## src/rtl/led_uart_tx.sv

```systemverilog
// Logs every change on the LED bus through a small FIFO and sends each byte as a UART frame.
// Define LED_TX_PARITY_EN for 8E1 frames (even parity bit after the data); the default is 8N1.
module led_uart_tx #(
  parameter int CLKS_PER_BIT = 434,
  parameter int FIFO_AW      = 3
) (
  input  logic               Clock,
  input  logic               Reset,
  input  logic [7:0]         iLed,
  output logic               oTx,
  output logic               oBusy,
  output logic               oOverflow,
  output logic [FIFO_AW:0]   oFifoCount
);

  localparam int DEPTH = 1 << FIFO_AW;
  localparam int BW    = (CLKS_PER_BIT > 2) ? $clog2(CLKS_PER_BIT) : 1;

`ifdef LED_TX_PARITY_EN
  typedef enum logic [2:0] {IDLE, START, DATA, PARITY, STOP} tState;
`else
  typedef enum logic [1:0] {IDLE, START, DATA, STOP} tState;
`endif

  tState              rState, stateNext;
  logic [BW-1:0]      rBaud, baudNext;
  logic [2:0]         rBitCnt, bitCntNext;
  logic [7:0]         rShift, shiftNext;
  logic               rTx, txNext;
  logic               rOverflow;
  logic [7:0]         rLast;
  logic [7:0]         rMem [DEPTH];
  logic [FIFO_AW-1:0] rWrPtr, rRdPtr;
  logic [FIFO_AW:0]   rCount;
  logic               fifoEmpty, fifoFull, change, doPush, pop, baudEnd;
`ifdef LED_TX_PARITY_EN
  logic               rParity, parityNext;
`endif

  assign fifoEmpty = (rCount == '0);
  assign fifoFull  = (rCount == (FIFO_AW+1)'(DEPTH));
  assign change    = (iLed != rLast);
  assign doPush    = change && !fifoFull;
  assign baudEnd   = (rBaud == BW'(CLKS_PER_BIT - 1));

  always_comb begin
    stateNext  = rState;
    baudNext   = baudEnd ? '0 : rBaud + 1'b1;
    bitCntNext = rBitCnt;
    shiftNext  = rShift;
    pop        = 1'b0;
`ifdef LED_TX_PARITY_EN
    parityNext = rParity;
`endif
    case (rState)
      IDLE: begin
        baudNext = '0;
        if (!fifoEmpty) begin
          pop        = 1'b1;
          shiftNext  = rMem[rRdPtr];
          bitCntNext = '0;
          stateNext  = START;
`ifdef LED_TX_PARITY_EN
          parityNext = ^rMem[rRdPtr];
`endif
        end
      end
      START: begin
        if (baudEnd) stateNext = DATA;
      end
      DATA: begin
        if (baudEnd) begin
          shiftNext  = {1'b0, rShift[7:1]};
          bitCntNext = rBitCnt + 3'd1;
          if (rBitCnt == 3'd7) begin
`ifdef LED_TX_PARITY_EN
            stateNext = PARITY;
`else
            stateNext = STOP;
`endif
          end
        end
      end
`ifdef LED_TX_PARITY_EN
      PARITY: begin
        if (baudEnd) stateNext = STOP;
      end
`endif
      STOP: begin
        if (baudEnd) begin
          // Chain straight into the next start bit so queued bytes go out gap-free
          if (!fifoEmpty) begin
            pop        = 1'b1;
            shiftNext  = rMem[rRdPtr];
            bitCntNext = '0;
            stateNext  = START;
`ifdef LED_TX_PARITY_EN
            parityNext = ^rMem[rRdPtr];
`endif
          end else begin
            stateNext = IDLE;
          end
        end
      end
      default: stateNext = IDLE;
    endcase

    case (stateNext)
      START:   txNext = 1'b0;
      DATA:    txNext = shiftNext[0];
`ifdef LED_TX_PARITY_EN
      PARITY:  txNext = parityNext;
`endif
      default: txNext = 1'b1;
    endcase
  end

  always_ff @(posedge Clock) begin
    if (!Reset) begin
      rState    <= IDLE;
      rBaud     <= '0;
      rBitCnt   <= '0;
      rShift    <= '0;
      rTx       <= 1'b1;
      rOverflow <= 1'b0;
      rLast     <= '0;
      rWrPtr    <= '0;
      rRdPtr    <= '0;
      rCount    <= '0;
`ifdef LED_TX_PARITY_EN
      rParity   <= 1'b0;
`endif
    end else begin
      rState  <= stateNext;
      rBaud   <= baudNext;
      rBitCnt <= bitCntNext;
      rShift  <= shiftNext;
      rTx     <= txNext;
`ifdef LED_TX_PARITY_EN
      rParity <= parityNext;
`endif
      // A dropped change still updates rLast so it is never retried
      if (change) rLast <= iLed;
      if (change && fifoFull) rOverflow <= 1'b1;
      if (doPush) rWrPtr <= rWrPtr + 1'b1;
      if (pop)    rRdPtr <= rRdPtr + 1'b1;
      case ({doPush, pop})
        2'b10:   rCount <= rCount + 1'b1;
        2'b01:   rCount <= rCount - 1'b1;
        default: rCount <= rCount;
      endcase
    end
  end

  always_ff @(posedge Clock) begin
    if (Reset && doPush) rMem[rWrPtr] <= iLed;
  end

  assign oTx        = rTx;
  assign oBusy      = (rState != IDLE);
  assign oOverflow  = rOverflow;
  assign oFifoCount = rCount;

endmodule

```

## config.mk

```make
export PLATFORM = sky130hd
export DESIGN_NAME = led_uart_tx
export DESIGN_NICKNAME = d
export VERILOG_FILES = /design/src/rtl/led_uart_tx.sv
export SDC_FILE = /design/constraint.sdc
export NUM_CORES = 1
export LEC_CHECK = 0
export BUFFER_PORTS_ARGS = -buffer_cell sky130_fd_sc_hd__buf_2
export CAP_MARGIN = 20
export CORE_MARGIN = 2
export CORE_UTILIZATION = 61
export CTS_CLUSTER_SIZE = 20
export DETAILED_ROUTE_END_ITERATION = 10
export HOLD_SLACK_MARGIN = 0.03
export PLACE_DENSITY = 0.9
export SLEW_MARGIN = 10
export SYNTH_ARGS = -nofsm -noshare
export SYNTH_HDL_FRONTEND = slang
export SYNTH_SLANG_ARGS = --single-unit
```

## constraint.sdc

```tcl
create_clock -name Clock -period 3.4 [get_ports Clock]
set_clock_uncertainty 0.1 [all_clocks]
set_input_delay 0.51 -clock Clock [delete_from_list [all_inputs] [get_ports Clock]]
set_output_delay 0.51 -clock Clock [all_outputs]
set_load 0.02 [all_outputs]
```

==> results of run 1 <==
## routing by layer
layer | up-vias | global-route usage | share of wire
met5 | - | 0 | 0
met4 | 0 | 0.0783 | 0.021
met3 | 17 | 0.0598 | 0.047
met2 | 71 | 0.362 | 0.52
met1 | 1310 | 0.266 | 0.41
li1 | 1305 | - | -
## worst min path at each step
stage / end / start / slack [ns] / depth (start not counted)
4_1_cts: rMem[6][6] / iLed[6] / 0.31 / 1
3_3_place_gp: oOverflow / oOverflow / 0.34 / 1
5_1_grt: rMem[7][7] / iLed[7] / 0.32 / 1
6_report: rMem[1][6] / iLed[6] / 0.33 / 1
2_1_floorplan: rBaud[0] / rBaud[0] / 0.34 / 1
3_5_place_dp: oOverflow / oOverflow / 0.35 / 1
## cell families after synthesis
family,after synthesis,share of synthesized area
multiplexers,25,0.0976
AND/OR/NAND/NOR,96,0.103
AO/OA/AOI/OAI,49,0.0792
XOR/XNOR,21,0.0399
adder cells (fa/ha/maj),15,0.0423
buffers and inverters,24,0.0260
flip-flops,109,0.612
## area by class of cell
| class | instances | share of cell area |
|---|---|---|
| Clock buffer | 9 | 0.0246 |
| Multi-Input combinational cell | 206 | 0.332 |
| Clock inverter | 7 | 0.0164 |
| Inverter | 11 | 0.00821 |
| Tap cell | 99 | 0.0246 |
| Sequential cell | 109 | 0.561 |
| Timing Repair Buffer | 27 | 0.0324 |
## flip-flops by register name (all words and copies together) (netlist names), named ones only
| register | cells |
|---|---|
| rBitCnt | 3 |
| rWrPtr | 3 |
| oOverflow | 1 |
| rBaud | 9 |
| oTx | 1 |
| oFifoCount | 4 |
| rShift | 8 |
| rMem | 64 |
| rState | 2 |
| rRdPtr | 3 |
| rLast | 8 |
## cells in the final DEF, fill, tap and decap left out, drive strengths merged, types with 5 or more instances in the layout
master,synthesis,layout
nor2,39,39
a21oi,11,11
nand3,6,6
ha,14,14
a22o,5,5
nor3,8,8
o21ai,12,12
buf,8,27
mux2i,9,9
xnor2,17,17
edfxtp,64,64
nand2,14,14
dfxtp,45,45
and2,9,9
clkbuf,5,9
mux4,16,16
inv,10,14
## power by group through the flow
stage / logic (mW) / registers, mW / clock network [mW]
after floorplan: 0.682 / 1.62 / 0
after global placement: 0.834 / 1.62 / 0
after detailed placement: 0.870 / 1.62 / 0
after CTS: 0.876 / 1.60 / 0.809
after global routing: 0.970 / 1.61 / 0.855
final: 0.880 / 1.60 / 0.789
## stage by stage
stage                     setup slack (ns)  cells  hold slack [ns]  utilization  area [sq um]
after floorplan                      0.659    339            0.344            -          4610
after CTS                            0.264    468            0.308        0.689          5030
after global routing                0.0308    468            0.316        0.689          5030
after detailed placement             0.276    452            0.353        0.661          4820
final                                0.231    468            0.327        0.689          5030
after global placement               0.458    452            0.345        0.661          4820
## worst max-delay path, delay by kind of cell (launching register included)
kind	cells	cell delay (ns)
flip-flops	1	0.41
AO/OA/AOI/OAI	4	0.68
adder cells (fa/ha/maj)	3	0.70
AND/OR/NAND/NOR	3	1.13
XOR/XNOR	1	0.09
==> key figures, run 1 <==
Clock tree
  – Number of buffers created by CTS: 9
  – Worst skew pair latency: 0.38 ns
  – Clock Pin Slew Worst Setup and Hold Paths: 0.11 ns
  – Cts repair resizes: 0
  – Hold buffers post-CTS: 0
  – H-tree levels: 3
  – Post-CTS Setup Bufs: 0
  – CTS tree: done
  – Clock Tree Buf Depth: 2
  – Clock sink count: 109
  – Root cell of the clock tree: clkbuf_8

Routing
  – DRT Pass-1 Iters: 4
  – Routed Antenna Nets: 0
  – Post-DR vias/cell: 5.78
  – DRT iter0 DRCs: 142
  – Final wirelength: 8.20 mm
  – DR WL/cell: 17.5 um
  – Vias post-DR: 2,703
  – DRC errors left: 0

Synthesis
  – Post-Syn Area: 0.00461 sq mm
  – Commonest cells post-synth: edfxtp_1 (64), dfxtp_1 (45), nor2_1 (39)
  – Top_reg_cell synth: edfxtp_1
  – Syn Nets: 364
  – Unique masters post-synth: 50
  – Synthesized area per cell: 13.6 sq um
  – Post-synth top area share: 0.417
  – Yosys reg bits: 109
  – Cell taking the most area after synthesis: edfxtp_1
  – Seq/Total Area, Yosys: 0.612
  – Post-synth EDFFs: 64
  – Ranking of synthesized cells by area: edfxtp_1 (42%), dfxtp_1 (20%), mux4_2 (7.8%)
  – Post-synth ARST share: 0
  – Post-Synthesis Cells: 339
  – YS warnings: 0
  – Most frequent cell after synthesis: edfxtp_1

Place
  – Dpl hpwl: 5.60 mm
  – GPL Wtd Cong: 0.812
  – PortBufs: 16

Worst setup path
  – CP Capture Point: oFifoCount[3]
  – Most frequent CP cell: ha_1
  – Critical path capture point type: register
  – Startpoint types: register
  – Crit path launch: rBaud[0]
  – Setup CP Type: reg -> reg
  – CP required: 3.62 ns
  – Reg2reg end: oFifoCount[3]
  – RR Startpoint: rBaud[0]
  – CP max-delay cell: nor3_1
  – Critical path arrival: 3.39 ns
  – R2R setup slack: 0.23 ns
  – Worst-path maximum fanout: 9
  – Crit-path cells: ha_1 > and4b_1 > a31oi_4 > nor3_1 > ha_1 > ha_1 > a21o_1 > a21oi_1 > xnor2_1 > or3_1 > a21oi_1
  – Slowest stage delay, CP: 0.42 ns
  – Length in cells of the worst reg-to-reg path: 11

Cells and area
  – Diode count: 0
  – Area Overhead vs Synth: 8.98%
  – Fillcell total: 499
  – Nets: 389
  – Seq. cell area: 0.00282 sq mm
  – Share of cells above drive strength 1: 0.182
  – Area of the multi-input gates: 0.00167 sq mm

GRT
  – First-pass GRT wire length: 13.6 mm
  – Total GRT Usage: 0.215
  – Vias in the first global route: 2,751
  – Initial antenna violation count: 0
  – Gr ovfl total: 0
  – Pin count of the biggest net entering global routing: 23

Run
  – Max_cap viols: 0

Power and ir drop
  – Power Density: 650 mW/mm^2
  – P_int: 2.18 mW
  – VDD IR-drop max: 436 uV
  – Switch Pwr: 1.09 mW
  – Total power: 3.27 mW
  – Comb pwr share: 0.269
  – Clock power share: 0.241
  – Net Sw Frac: 0.333
  – Sequential share of power: 0.489
  – Leak Pwr: 1.76 nW

Timing
  – Final Slew Violations: 0
  – Achievable Freq: 316 MHz
  – Fin. Hold Viols: 0
  – RSZ-0062 raised after global routing: no
  – Setup-failing EPs final: 0
  – TNS Setup: 0 ns
  – Tmin final: 3.17 ns
  – Final worst path period share: 0.932
  – Slew HR: 0.574
  – Worst Tran Pin Value: 0.634 ns

Floorplan
  – Die area: 0.00827 sq mm
  – Initial Util: 0.633
  – Core area: 0.00729 sq mm
  – I/O Pins: 17
  – Die width: 91.0 um
  – Rows: 31
  – Die Y: 91.0 um

Hold path
  – HP Class: in -> reg

Outcome
  – Status: completed
Note: power is estimated with default switching activity, not from simulation.
==> inputs of run 2 (changes only) <==
--- a/config.mk
+++ b/config.mk
@@ -13,6 +13,7 @@
 export DETAILED_ROUTE_END_ITERATION = 10
 export HOLD_SLACK_MARGIN = 0.03
 export PLACE_DENSITY = 0.9
+export REMOVE_ABC_BUFFERS = 1
 export SLEW_MARGIN = 10
 export SYNTH_ARGS = -nofsm -noshare
 export SYNTH_HDL_FRONTEND = slang
==> key figures, run 2 (synthesized netlist as in run 1, its figures left out) <==
Outcome
  – Status: completed

Power and ir drop
  – Sequential share of power: 0.482
  – Net Sw Frac: 0.335
  – Leak Pwr: 1.77 nW
  – Power Density: 654 mW/mm^2
  – P_int: 2.20 mW
  – Clock power share: 0.248
  – Total power: 3.31 mW
  – VDD IR-drop max: 400 uV
  – Comb pwr share: 0.270
  – Switch Pwr: 1.11 mW

Place
  – Pre-CTS setup slack: 0.237 ns
  – DP Cell Count: 452
  – GPL Wtd Cong: 0.809
  – Placed Area: 0.00482 sq mm
  – PortBufs: 16
  – Dpl hpwl: 5.56 mm

Timing
  – Final Slew Violations: 0
  – Achievable Freq: 326 MHz
  – Hold WS: 0.329 ns
  – Final worst path period share: 0.902
  – Tmin final: 3.07 ns
  – Fin. Hold Viols: 0
  – Slew HR: 0.520
  – Worst Tran Pin Value: 0.713 ns
  – RSZ-0062 raised after global routing: no
  – TNS Setup: 0 ns
  – Worst Setup Slack, final: 0.333 ns
  – Setup-failing EPs final: 0

Routing
  – Vias post-DR: 2,727
  – DRC errors left: 0
  – DR WL/cell: 17.5 um
  – Final wirelength: 8.19 mm
  – DRT iter0 DRCs: 118
  – Routed Antenna Nets: 0
  – Post-DR vias/cell: 5.83
  – DRT Pass-1 Iters: 5

Cells and area
  – Non-Filler Instances: 468
  – Diode count: 0
  – Fillcell total: 503
  – Design Area, Final: 0.00505 sq mm
  – Area Overhead vs Synth: 9.49%
  – Top reg by flops: rMem
  – Nets: 389
  – Seq. cell area: 0.00282 sq mm
  – Largest registers: rMem (64), rBaud (9)
  – Area of the multi-input gates: 0.00168 sq mm
  – Share of cells above drive strength 1: 0.184
  – Commonest non-fill, non-tap cell in the layout: edfxtp_1
  – Util after Layout: 0.693
  – Max reg flops: 64
  – Commonest non-fill, non-tap cells in the layout: edfxtp_1 (64), dfxtp_1 (45), nor2_1 (39), xnor2_1 (17)

GRT
  – Initial antenna violation count: 0
  – Total GRT Usage: 0.213
  – Vias in the first global route: 2,730
  – Gr ovfl total: 0
  – First-pass GRT wire length: 13.3 mm
  – Pin count of the biggest net entering global routing: 25

Worst setup path
  – Setup CP Type: reg -> reg
  – Startpoint types: register
  – CP required: 3.61 ns
  – Slowest stage delay, CP: 0.42 ns
  – CP max-delay cell: dfxtp_1
  – Crit-path cells: ha_1 > and4b_1 > a31oi_4 > nor3_2 > ha_1 > ha_1 > a21o_1 > a21oi_1 > xnor2_1 > or3_1 > a21oi_1
  – Critical path arrival: 3.28 ns
  – Critical path capture point type: register
  – Worst-path maximum fanout: 9
  – Most frequent CP cell: ha_1

Floorplan
  – Die area: 0.00827 sq mm
  – I/O Pins: 17
  – Rows: 31
  – Core area: 0.00729 sq mm
  – Initial Util: 0.633
  – Die Y: 91.0 um
  – Die width: 91.0 um

Hold path
  – HP Class: in -> reg

Clock tree
  – Clock Pin Slew Worst Setup and Hold Paths: 0.12 ns
  – Root cell of the clock tree: clkbuf_8
  – H-tree levels: 3
  – CTS tree: done
  – Clock Tree Buf Depth: 2
  – Worst skew pair latency: 0.38 ns
  – Number of buffers created by CTS: 9
  – Clock sink count: 109

Run
  – Max_cap viols: 0
-- run 2: final cells by class --
| type | instances | share of cell area |
|---|---|---|
| flip-flops and latches | 109 | 0.559 |
| multi-input cells | 206 | 0.332 |
| repair buffers | 27 | 0.0322 |
| clock buffers | 9 | 0.0245 |
| well taps | 99 | 0.0245 |
| clock inverters | 7 | 0.0201 |
| inverters | 11 | 0.00817 |
-- run 2: critical path, delay by kind of cell (launching register included) --
family,cells,cell delay [ns]
AND/OR/NAND/NOR,3,1.03
adder cells (fa/ha/maj),3,0.67
XOR/XNOR,1,0.08
AO/OA/AOI/OAI,4,0.68
flip-flops,1,0.42
-- run 2: power by group through the flow --
stage               clock network, mW  logic (mW)  registers [mW]
CTS                             0.837       0.879            1.59
floorplan                           0       0.617            1.65
detailed placement                  0       0.871            1.62
global placement                    0       0.836            1.62
finish                          0.818       0.893            1.59
global route                    0.883       0.973            1.61
-- run 2: routing by layer --
metal	up-vias	track usage	share of wire	wire, um
li1	1313	-	-	-
met3	13	0.0564	0.058	478
met2	86	0.367	0.53	4350
met4	0	0.104	0.016	135
met1	1315	0.249	0.39	3230
met5	-	0	0	0
-- run 2: path summary, 6_finish.rpt --
kind,to,slack [ns],from,depth (start not counted)
setup reg to reg,oFifoCount[3],0.33,rBaud[0],11
setup / recovery,oFifoCount[3],0.33,rBaud[0],11
hold / removal,rMem[3][3],0.33,iLed[3],1
hold reg to reg,oOverflow,0.38,oOverflow,1
-- run 2: repair_timing --
| item | 4_1_cts | 5_1_grt |
|---|---|---|
| setup buffers | 0 | 0 |
| endpoints found under the setup margin | 0 | 1 |
| gates resized for setup | 0 | 1 |
| hold buffers | 0 | 0 |
